--- src/rtl/io_ctrl_pkg.sv ---
// ---------------------------------------------------------------------------
// io_ctrl_pkg
// Shared definitions for the image SRAM I/O controllers (the receive/write
// side and the readout side).
//   IMG_DIM_W  : default width of row/col indices and frame size inputs
//   IMG_PIX_W  : default pixel width
//   rx_state_t : receive controller state encoding
// ---------------------------------------------------------------------------
package io_ctrl_pkg;

    localparam int IMG_DIM_W = 8;
    localparam int IMG_PIX_W = 8;

    typedef enum logic [1:0] {
        IDLE  = 2'd0,
        RECV  = 2'd1,
        FLUSH = 2'd2
    } rx_state_t;

endpackage : io_ctrl_pkg

--- src/rtl/img_sram_intf.sv ---
// ---------------------------------------------------------------------------
// img_sram_intf
// Port bundle of the image SRAM.
//   clk      : SRAM clock (shared with the controllers)
//   write_en : write strobe, one pixel per cycle
//   sense_en : read strobe
//   row/col  : pixel address
//   din      : write data
//   dout     : read data
// The mst modport is the controller side; slv is the SRAM macro side.
// ---------------------------------------------------------------------------
interface img_sram_intf #(
    parameter int DIM_W = io_ctrl_pkg::IMG_DIM_W,
    parameter int PIX_W = io_ctrl_pkg::IMG_PIX_W
) (
    input logic clk
);

    logic             write_en;
    logic             sense_en;
    logic [DIM_W-1:0] row;
    logic [DIM_W-1:0] col;
    logic [PIX_W-1:0] din;
    logic [PIX_W-1:0] dout;

    modport mst (
        input  clk,
        output write_en,
        output sense_en,
        output row,
        output col,
        output din,
        input  dout
    );

    modport slv (
        input  clk,
        input  write_en,
        input  sense_en,
        input  row,
        input  col,
        input  din,
        output dout
    );

endinterface : img_sram_intf

--- src/rtl/io_rx_controller.sv ---
// ---------------------------------------------------------------------------
// io_rx_controller
// Loads one raster-ordered frame of pixels into the image SRAM per `en`
// pulse, one pixel per cycle, writing each pixel at its (row, col) address.
//   clk, rst    : clock, synchronous active-high reset
//   en          : frame start request (sampled in IDLE only)
//   abort       : terminate the current frame (sampled in RECV/FLUSH)
//   nrows/ncols : last row/column index, inclusive; latched at frame start
//   din/din_valid/din_ready : pixel stream handshake
//   busy        : frame in progress
//   done        : one-cycle pulse on normal frame completion
//   sram_img    : SRAM write port (read side unused, sense_en tied low)
// ---------------------------------------------------------------------------
module io_rx_controller
    import io_ctrl_pkg::*;
#(
    parameter int DIM_W = IMG_DIM_W,
    parameter int PIX_W = IMG_PIX_W
) (
    input  logic             clk,
    input  logic             rst,
    input  logic             en,
    input  logic             abort,
    input  logic [DIM_W-1:0] nrows,
    input  logic [DIM_W-1:0] ncols,
    input  logic [PIX_W-1:0] din,
    input  logic             din_valid,
    output logic             din_ready,
    output logic             busy,
    output logic             done,
    img_sram_intf.mst        sram_img
);

    rx_state_t        state_q,    state_d;
    logic [DIM_W-1:0] last_row_q, last_row_d;
    logic [DIM_W-1:0] last_col_q, last_col_d;
    logic [DIM_W-1:0] row_idx_q,  row_idx_d;
    logic [DIM_W-1:0] col_idx_q,  col_idx_d;
    logic             done_q,     done_d;

    // Write stage: holds the address/data of the previous cycle's transfer.
    logic             wr_en_q,    wr_en_d;
    logic [DIM_W-1:0] wr_row_q,   wr_row_d;
    logic [DIM_W-1:0] wr_col_q,   wr_col_d;
    logic [PIX_W-1:0] wr_data_q,  wr_data_d;

    logic xfer;
    logic last_col_hit;
    logic last_pix_hit;

    // Ready depends on state only, so there is no din_valid -> din_ready path.
    assign din_ready    = (state_q == RECV);
    assign busy         = (state_q != IDLE);
    assign done         = done_q;
    assign xfer         = din_ready & din_valid;
    assign last_col_hit = (col_idx_q == last_col_q);
    assign last_pix_hit = last_col_hit & (row_idx_q == last_row_q);

    always_comb begin
        // NOTE: every signal written here gets a default first, so no path
        // through the case statement can leave it unassigned and infer a latch.
        state_d    = state_q;
        last_row_d = last_row_q;
        last_col_d = last_col_q;
        row_idx_d  = row_idx_q;
        col_idx_d  = col_idx_q;
        done_d     = 1'b0;
        wr_en_d    = 1'b0;
        wr_row_d   = wr_row_q;
        wr_col_d   = wr_col_q;
        wr_data_d  = wr_data_q;

        unique case (state_q)
            IDLE: begin
                // en takes priority; abort is not sampled here.
                if (en) begin
                    last_row_d = nrows;
                    last_col_d = ncols;
                    row_idx_d  = '0;
                    col_idx_d  = '0;
                    state_d    = RECV;
                end
            end

            RECV: begin
                if (xfer) begin
                    wr_en_d   = 1'b1;
                    wr_row_d  = row_idx_q;
                    wr_col_d  = col_idx_q;
                    wr_data_d = din;
                    // After the last pixel the row index steps past last_row;
                    // that value is never used and is cleared at the next start.
                    if (last_col_hit) begin
                        col_idx_d = '0;
                        row_idx_d = row_idx_q + 1'b1;
                    end else begin
                        col_idx_d = col_idx_q + 1'b1;
                    end
                    if (last_pix_hit) begin
                        state_d = FLUSH;
                    end
                end
                // A transfer in the abort cycle is still written above.
                if (abort) begin
                    state_d = IDLE;
                end
            end

            FLUSH: begin
                // The final write is on the SRAM port during this cycle.
                state_d = IDLE;
                done_d  = ~abort;
            end

            default: begin
                state_d = IDLE;
            end
        endcase
    end

    always_ff @(posedge clk) begin
        // NOTE: state is updated with non-blocking assignments so every flop
        // samples the pre-edge values, independent of statement order.
        if (rst) begin
            state_q    <= IDLE;
            last_row_q <= '0;
            last_col_q <= '0;
            row_idx_q  <= '0;
            col_idx_q  <= '0;
            done_q     <= 1'b0;
            wr_en_q    <= 1'b0;
            wr_row_q   <= '0;
            wr_col_q   <= '0;
            wr_data_q  <= '0;
        end else begin
            state_q    <= state_d;
            last_row_q <= last_row_d;
            last_col_q <= last_col_d;
            row_idx_q  <= row_idx_d;
            col_idx_q  <= col_idx_d;
            done_q     <= done_d;
            wr_en_q    <= wr_en_d;
            wr_row_q   <= wr_row_d;
            wr_col_q   <= wr_col_d;
            wr_data_q  <= wr_data_d;
        end
    end

    assign sram_img.write_en = wr_en_q;
    assign sram_img.sense_en = 1'b0;
    assign sram_img.row      = wr_row_q;
    assign sram_img.col      = wr_col_q;
    assign sram_img.din      = wr_data_q;

endmodule : io_rx_controller

--- src/flat_wrapper.sv ---
// flat-port wrapper written by rule: the top's interface ports become plain ports
module io_rx_controller_flat import io_ctrl_pkg::*;
#(
    parameter int DIM_W = IMG_DIM_W,
    parameter int PIX_W = IMG_PIX_W
)
  (clk, rst, en, abort, nrows, ncols, din, din_valid, din_ready, busy, done, sram_img_write_en, sram_img_sense_en, sram_img_row, sram_img_col, sram_img_din, sram_img_dout);
  img_sram_intf #(.DIM_W(DIM_W), .PIX_W(PIX_W)) sram_img_i (.clk(clk));
  input  logic clk;
  input  logic rst;
  input  logic en;
  input  logic abort;
  input  logic [DIM_W-1:0] nrows;
  input  logic [DIM_W-1:0] ncols;
  input  logic [PIX_W-1:0] din;
  input  logic din_valid;
  output logic din_ready;
  output logic busy;
  output logic done;
  output wire logic [$bits(sram_img_i.write_en)-1:0] sram_img_write_en;
  output wire logic [$bits(sram_img_i.sense_en)-1:0] sram_img_sense_en;
  output wire logic [$bits(sram_img_i.row)-1:0] sram_img_row;
  output wire logic [$bits(sram_img_i.col)-1:0] sram_img_col;
  output wire logic [$bits(sram_img_i.din)-1:0] sram_img_din;
  input wire logic [$bits(sram_img_i.dout)-1:0] sram_img_dout;
  assign sram_img_write_en = sram_img_i.write_en;
  assign sram_img_sense_en = sram_img_i.sense_en;
  assign sram_img_row = sram_img_i.row;
  assign sram_img_col = sram_img_i.col;
  assign sram_img_din = sram_img_i.din;
  assign sram_img_i.dout = sram_img_dout;
  io_rx_controller #(.DIM_W(DIM_W), .PIX_W(PIX_W)) u_core (.clk(clk), .rst(rst), .en(en), .abort(abort), .nrows(nrows), .ncols(ncols), .din(din), .din_valid(din_valid), .din_ready(din_ready), .busy(busy), .done(done), .sram_img(sram_img_i));
endmodule
--- config.mk ---
export PLATFORM = sky130hd
export DESIGN_NAME = io_rx_controller_flat
export DESIGN_NICKNAME = d
export VERILOG_FILES = /design/src/rtl/io_ctrl_pkg.sv /design/src/rtl/img_sram_intf.sv /design/src/rtl/io_rx_controller.sv /design/src/flat_wrapper.sv
export SDC_FILE = /design/constraint.sdc
export NUM_CORES = 1
export LEC_CHECK = 0
export CAP_MARGIN = 20
export CORE_AREA = 4 4 80 82
export DETAILED_ROUTE_END_ITERATION = 10
export DIE_AREA = 0 0 84 86
export HOLD_SLACK_MARGIN = 0.05
export PLACE_DENSITY_LB_ADDON = 0.08
export SYNTH_ARGS = -nofsm -noshare
export SYNTH_HDL_FRONTEND = slang
export SYNTH_SLANG_ARGS = --single-unit
--- constraint.sdc ---
create_clock -name clk -period 2.28 [get_ports clk]
set_input_delay 0.342 -clock clk [delete_from_list [all_inputs] [get_ports clk]]
set_output_delay 0.342 -clock clk [all_outputs]
set_load 0.02 [all_outputs]
# Yosys cells after proc, flatten, opt, wreduce, memory -nomap -nowiden
# Cells that the tools add are included.
# totals
ff_bits	60
in_bits	37
word_cells	49
# classes
n_addsub	2
n_eq_ne	9
mux	13
bitwise_logic	5
n_reduce_logical	10
# ops
op	n
two-way mux 8 bit	5
case mux 8 bit (2 select lines)	2
adder 8 x 1 -> 8 bit, second input constant	2
equality test 8 bit	2
two-way mux 2 bit	4
!= test 2 bit, second input constant	3
!= test 3 bit, second input constant	2
AND reduction 3 bit	2
case mux 2 bit (2 select lines)	1
AND reduction 2 bit	2
AND reduction 4 bit	1
nonzero test 2 bit	2
OR reduction 2 bit	2
NOT 1 bit	3
bitwise AND 1 bit	2
equality test 2 x 1 -> 1 bit, second input constant	1
equality test 2 bit, second input constant	1
logical NOT 2 bit	1
two-way mux 1 bit	1

# Longest topological paths before layout
# logic_depth
ltp_word	6
ltp_mapped	7
mapped_depth_nobuf	6

# Worst setup path before layout
# No wires, ideal clock.
# synth_path
kind	flip-flop to flip-flop
start	reg u_core.col_idx_q[0]
end	reg u_core.row_idx_q[3]
setup_ps	70
arrival_time_ps	1505
t_required_ps	2210
setup_slack_ps	705
stages_incl_launch_ff	7
n_path_buf	1
synth_period_minus_slack_ps	1575
cell_sequence	dfxtp_1 > xnor2_1 > nand4_1 > o21a_1 > buf_2 > or3_1 > a21oi_1
# synth_via
elab_chain_len	3
# synth_lines
item	line	text
from (decl)	io_rx_controller.sv:38	logic [DIM_W-1:0] col_idx_q, col_idx_d;
from (signal assigned)	io_rx_controller.sv:140	col_idx_q <= col_idx_d;
equality test 8 bit	io_rx_controller.sv:56	assign last_col_hit = (col_idx_q == last_col_q);
!= test 2 bit (no source line)	n/a	
AND reduction 4 bit (no source line)	n/a	
to (signal assigned)	io_rx_controller.sv:139	row_idx_q <= row_idx_d;
to (decl)	io_rx_controller.sv:37	logic [DIM_W-1:0] row_idx_q, row_idx_d;
# Every way passes these cells.
# A chain may end at the register's enable or synchronous reset.

# Final worst setup path
# layout_path
start	reg u_core.state_q[1]
end	out din_ready
# layout_via
elab_chain_len	1
# layout_lines
item	line	text
from (decl)	io_rx_controller.sv:34	rx_state_t state_q, state_d;
from (signal assigned)	io_rx_controller.sv:136	state_q <= state_d;
equality test 2 x 1 -> 1 bit	io_rx_controller.sv:52	assign din_ready = (state_q == RECV);
to (decl)	flat_wrapper.sv:17	output logic din_ready;
# Every way passes these cells.

==> key figures <==
Detailed routing
  • Top Layer Used: met4
  • Routed len/inst: 13.3 um
  • Met2 WL: 2950 um
  • Post-DR vias/cell: 5.07
  • Detailed-router iteration count before antenna repair: 4
  • Met3 WL: 180 um
  • Detail Route Antenna Nets: 0
  • Vias: 2216
  • Met1 WL: 2520 um
  • Final wirelength: 5800 um
  • 1st-iter DRT viols: 65
  • DRC: 0

Logic synthesis
  • Cells after synthesis: 300
  • Distinct cell type count of the synthesized netlist: 30
  • Post-synthesis sequential area ratio: 49.0%
  • Synthesized area: 2450 sq um
  • Avg Cell Area, Syn: 8.17 sq um
  • Mapped Nets: 339
  • Ys Warns: 0
  • Synthesized flop and latch total: 60

Critical path
  • Worst reg-to-reg path cell count: 5
  • Crit path depth: 3
  • CP max stage delay: 630 ps
  • Worst R2R Start: u_core.col_idx_q[0]
  • Family with the most delay on the worst path: buffers and inverters
  • Arrival @ worst endpoint: 1700 ps
  • Worst setup EP type: output port
  • Crit path max fanout: 6
  • Crit path launch type: flop
  • Worst Path Required: 1940 ps
  • Crit path cell chain: nand2b_1, inv_1, clkdlybuf4s50_1
  • Crit-path slowest cell: clkdlybuf4s50_1
  • CP Launch Point: u_core.state_q[1]
  • WP buf/inv: 2
  • Worst Path Class, Setup: flop to output port

STA
  • RSZ-0062 raised after global routing: no
  • Fin Setup TNS: 0 ps
  • Slew margin rel.: 63.7%
  • Setup violations, final: 0
  • Pins Over Slew Limit: 0
  • Measured slew at the worst slew-check pin: 545 ps
  • Fin crit share: 89.4%
  • Fin. Hold Viols: 0
  • Final clock skew: 5.99 ps
  • Peak Freq: 490 MHz
  • Hold Slack: 447 ps
  • Minimum clock period: 2040 ps

Floorplan
  • Die H: 86 um
  • Starting Density: 42.6%
  • Die width: 84 um
  • FP Rows: 28
  • Die area: 7220 sq um
  • I/O pins: 66
  • Core Area: 5750 sq um

Global route
  • All-Layer GR Usage: 17.2%
  • Pin count of the biggest net entering global routing: 26
  • First-pass GRT wire length: 10000 um
  • Overflow after GRT: 0
  • Antenna violations before repair: 0
  • Vias in the first global route: 2229

CTS
  • Num CTS Buffers: 9
  • Post-CTS setup buffers: 0
  • TritonCTS clock tree: built
  • CTS root buf: clkbuf_8
  • Clock Path Buffers: 2
  • CTS Hold Bufs: 0
  • Clk_lat worst skew: 330 ps
  • CTS-repair resized insts: 0
  • Clk sink count: 60
  • Clock Pin Slew Worst Setup and Hold Paths: 60 ps
  • # H-tree levels: 3

Power
  • P_leak: 1.14 nW
  • Pwr/cell area: 664 nW/um^2
  • Tot Pwr: 2.16 mW
  • Peak supply drop: 0.311 mV

Place
  • PortBufs: 56
  • Routability-driven placement congestion ratio: 0.805
  • Post-DP HPWL: 4120 um
  • Dpl cell area: 3090 sq um

Finish
  • Core Util, Final: 56.6%
  • Most frequent cells in the layout: 86 x nand2_1, 60 x dfxtp_1, 55 x clkdlybuf4s50_1, 48 x a21oi_1, 13 x xnor2_1
  • Fin nets: 396
  • Layout area overhead: 32.8%
  • Cell area after layout: 3250 sq um
  • Most common cell after layout, fill and taps aside: nand2_1
  • Number of inserted diodes: 0
  • Share of cells above drive strength 1: 6.91%

Run
  • Max-cap viol count: 0

Outcome
  • Outcome: complete, no violations

Hold path
  • Worst min-delay path startpoint: rst
  • Hold WC Path Type: input pin to flop
  • Hold-critical path depth: 2
logic make-up after synthesis:
| logic type | count (synthesis) | synth area share (%) |
|---|---|---|
| adder cells (fa/ha/maj) | 2 | 1.02 |
| AND/OR/NAND/NOR | 134 | 24.8 |
| multiplexers | 3 | 1.23 |
| other | 1 | 0.153 |
| AO/OA/AOI/OAI | 57 | 12.3 |
| flip-flops | 60 | 49.0 |
| buffers and inverters | 20 | 3.32 |
| XOR/XNOR | 23 | 8.22 |
stage by stage:
| step | setup WS (ps) | instances |
|---|---|---|
| floorplan | 705 | 300 |
| global placement | 196 | 421 |
| detailed placement | 165 | 421 |
| CTS | 231 | 437 |
| global route | 175 | 437 |
| finish | 241 | 437 |
power by group:
group / internal [mW] / switching, mW / leakage [nW] / total [mW]
clock: 0.416 / 0.407 / 0.0889 / 0.823
combinational: 0.111 / 0.128 / 0.568 / 0.239
sequential: 1.08 / 0.0231 / 0.487 / 1.10
worst register-to-register path: stages (launching register included):
cell	delay [ps]
dfxtp_1	490
xnor2_1	160
nand4_1	150
o21a_1	360
or4_1	530
a21oi_1	150
synthesized netlist by cell type:
library cell	instances	area [sq um]
o21ai_0	4	20.0
xnor2_1	13	114
nand3b_1	1	7.51
nand3_1	4	20.0
inv_1	2	7.51
nand2_1	86	323
a311o_1	1	10.0
clkbuf_1	15	56.3
xor2_1	10	87.6
mux2i_1	3	30.0
conb_1	1	3.75
nand4_1	9	56.3
and2_1	3	18.8
nor2_1	4	15.0
nand2b_1	3	18.8
ha_1	2	25.0
buf_2	2	10.0
a21oi_1	48	240
or2_0	1	6.26
o31ai_1	3	22.5
nor3_1	10	50.1
o21a_1	1	7.51
nor4b_1	2	17.5
or4_1	4	30.0
or3_1	3	18.8
nor2_2	1	6.26
nor4_1	1	6.26
and3_1	2	12.5
dfxtp_1	60	1200
buf_4	1	7.51
area by class of cell:
class / count / area [sq um]
fillers: 566 / 2490
flip-flops and latches: 60 / 1200
multi-input cells: 220 / 1170
repair buffers: 64 / 616
clock buffers: 11 / 141
well taps: 75 / 93.8
clock inverters: 5 / 27.5
inverters: 2 / 7.51
final timing paths:
kind	to	slack, ps
worst min register to register	u_core.sram_img.din[1]	450
worst max register to register	u_core.row_idx_q[7]	380
worst max-delay path	din_ready	240
worst min-delay path	u_core.sram_img.col[2]	450
sequential cells by signal (all words and copies together) (netlist names):
signal	count
u_core.col_idx_q	8
u_core.done	1
u_core.last_col_q	8
u_core.last_row_q	8
u_core.row_idx_q	8
u_core.sram_img.col	8
u_core.sram_img.din	8
u_core.sram_img.row	8
u_core.sram_img.write_en	1
u_core.state_q	2
layer usage:
layer,vias to the layer above,GRT usage [%]
li1,1122,-
met2,38,30.4
met4,0,9.94
met5,-,0
met3,12,3.46
met1,1044,19.3
Note: power is estimated with default switching activity, not from simulation.
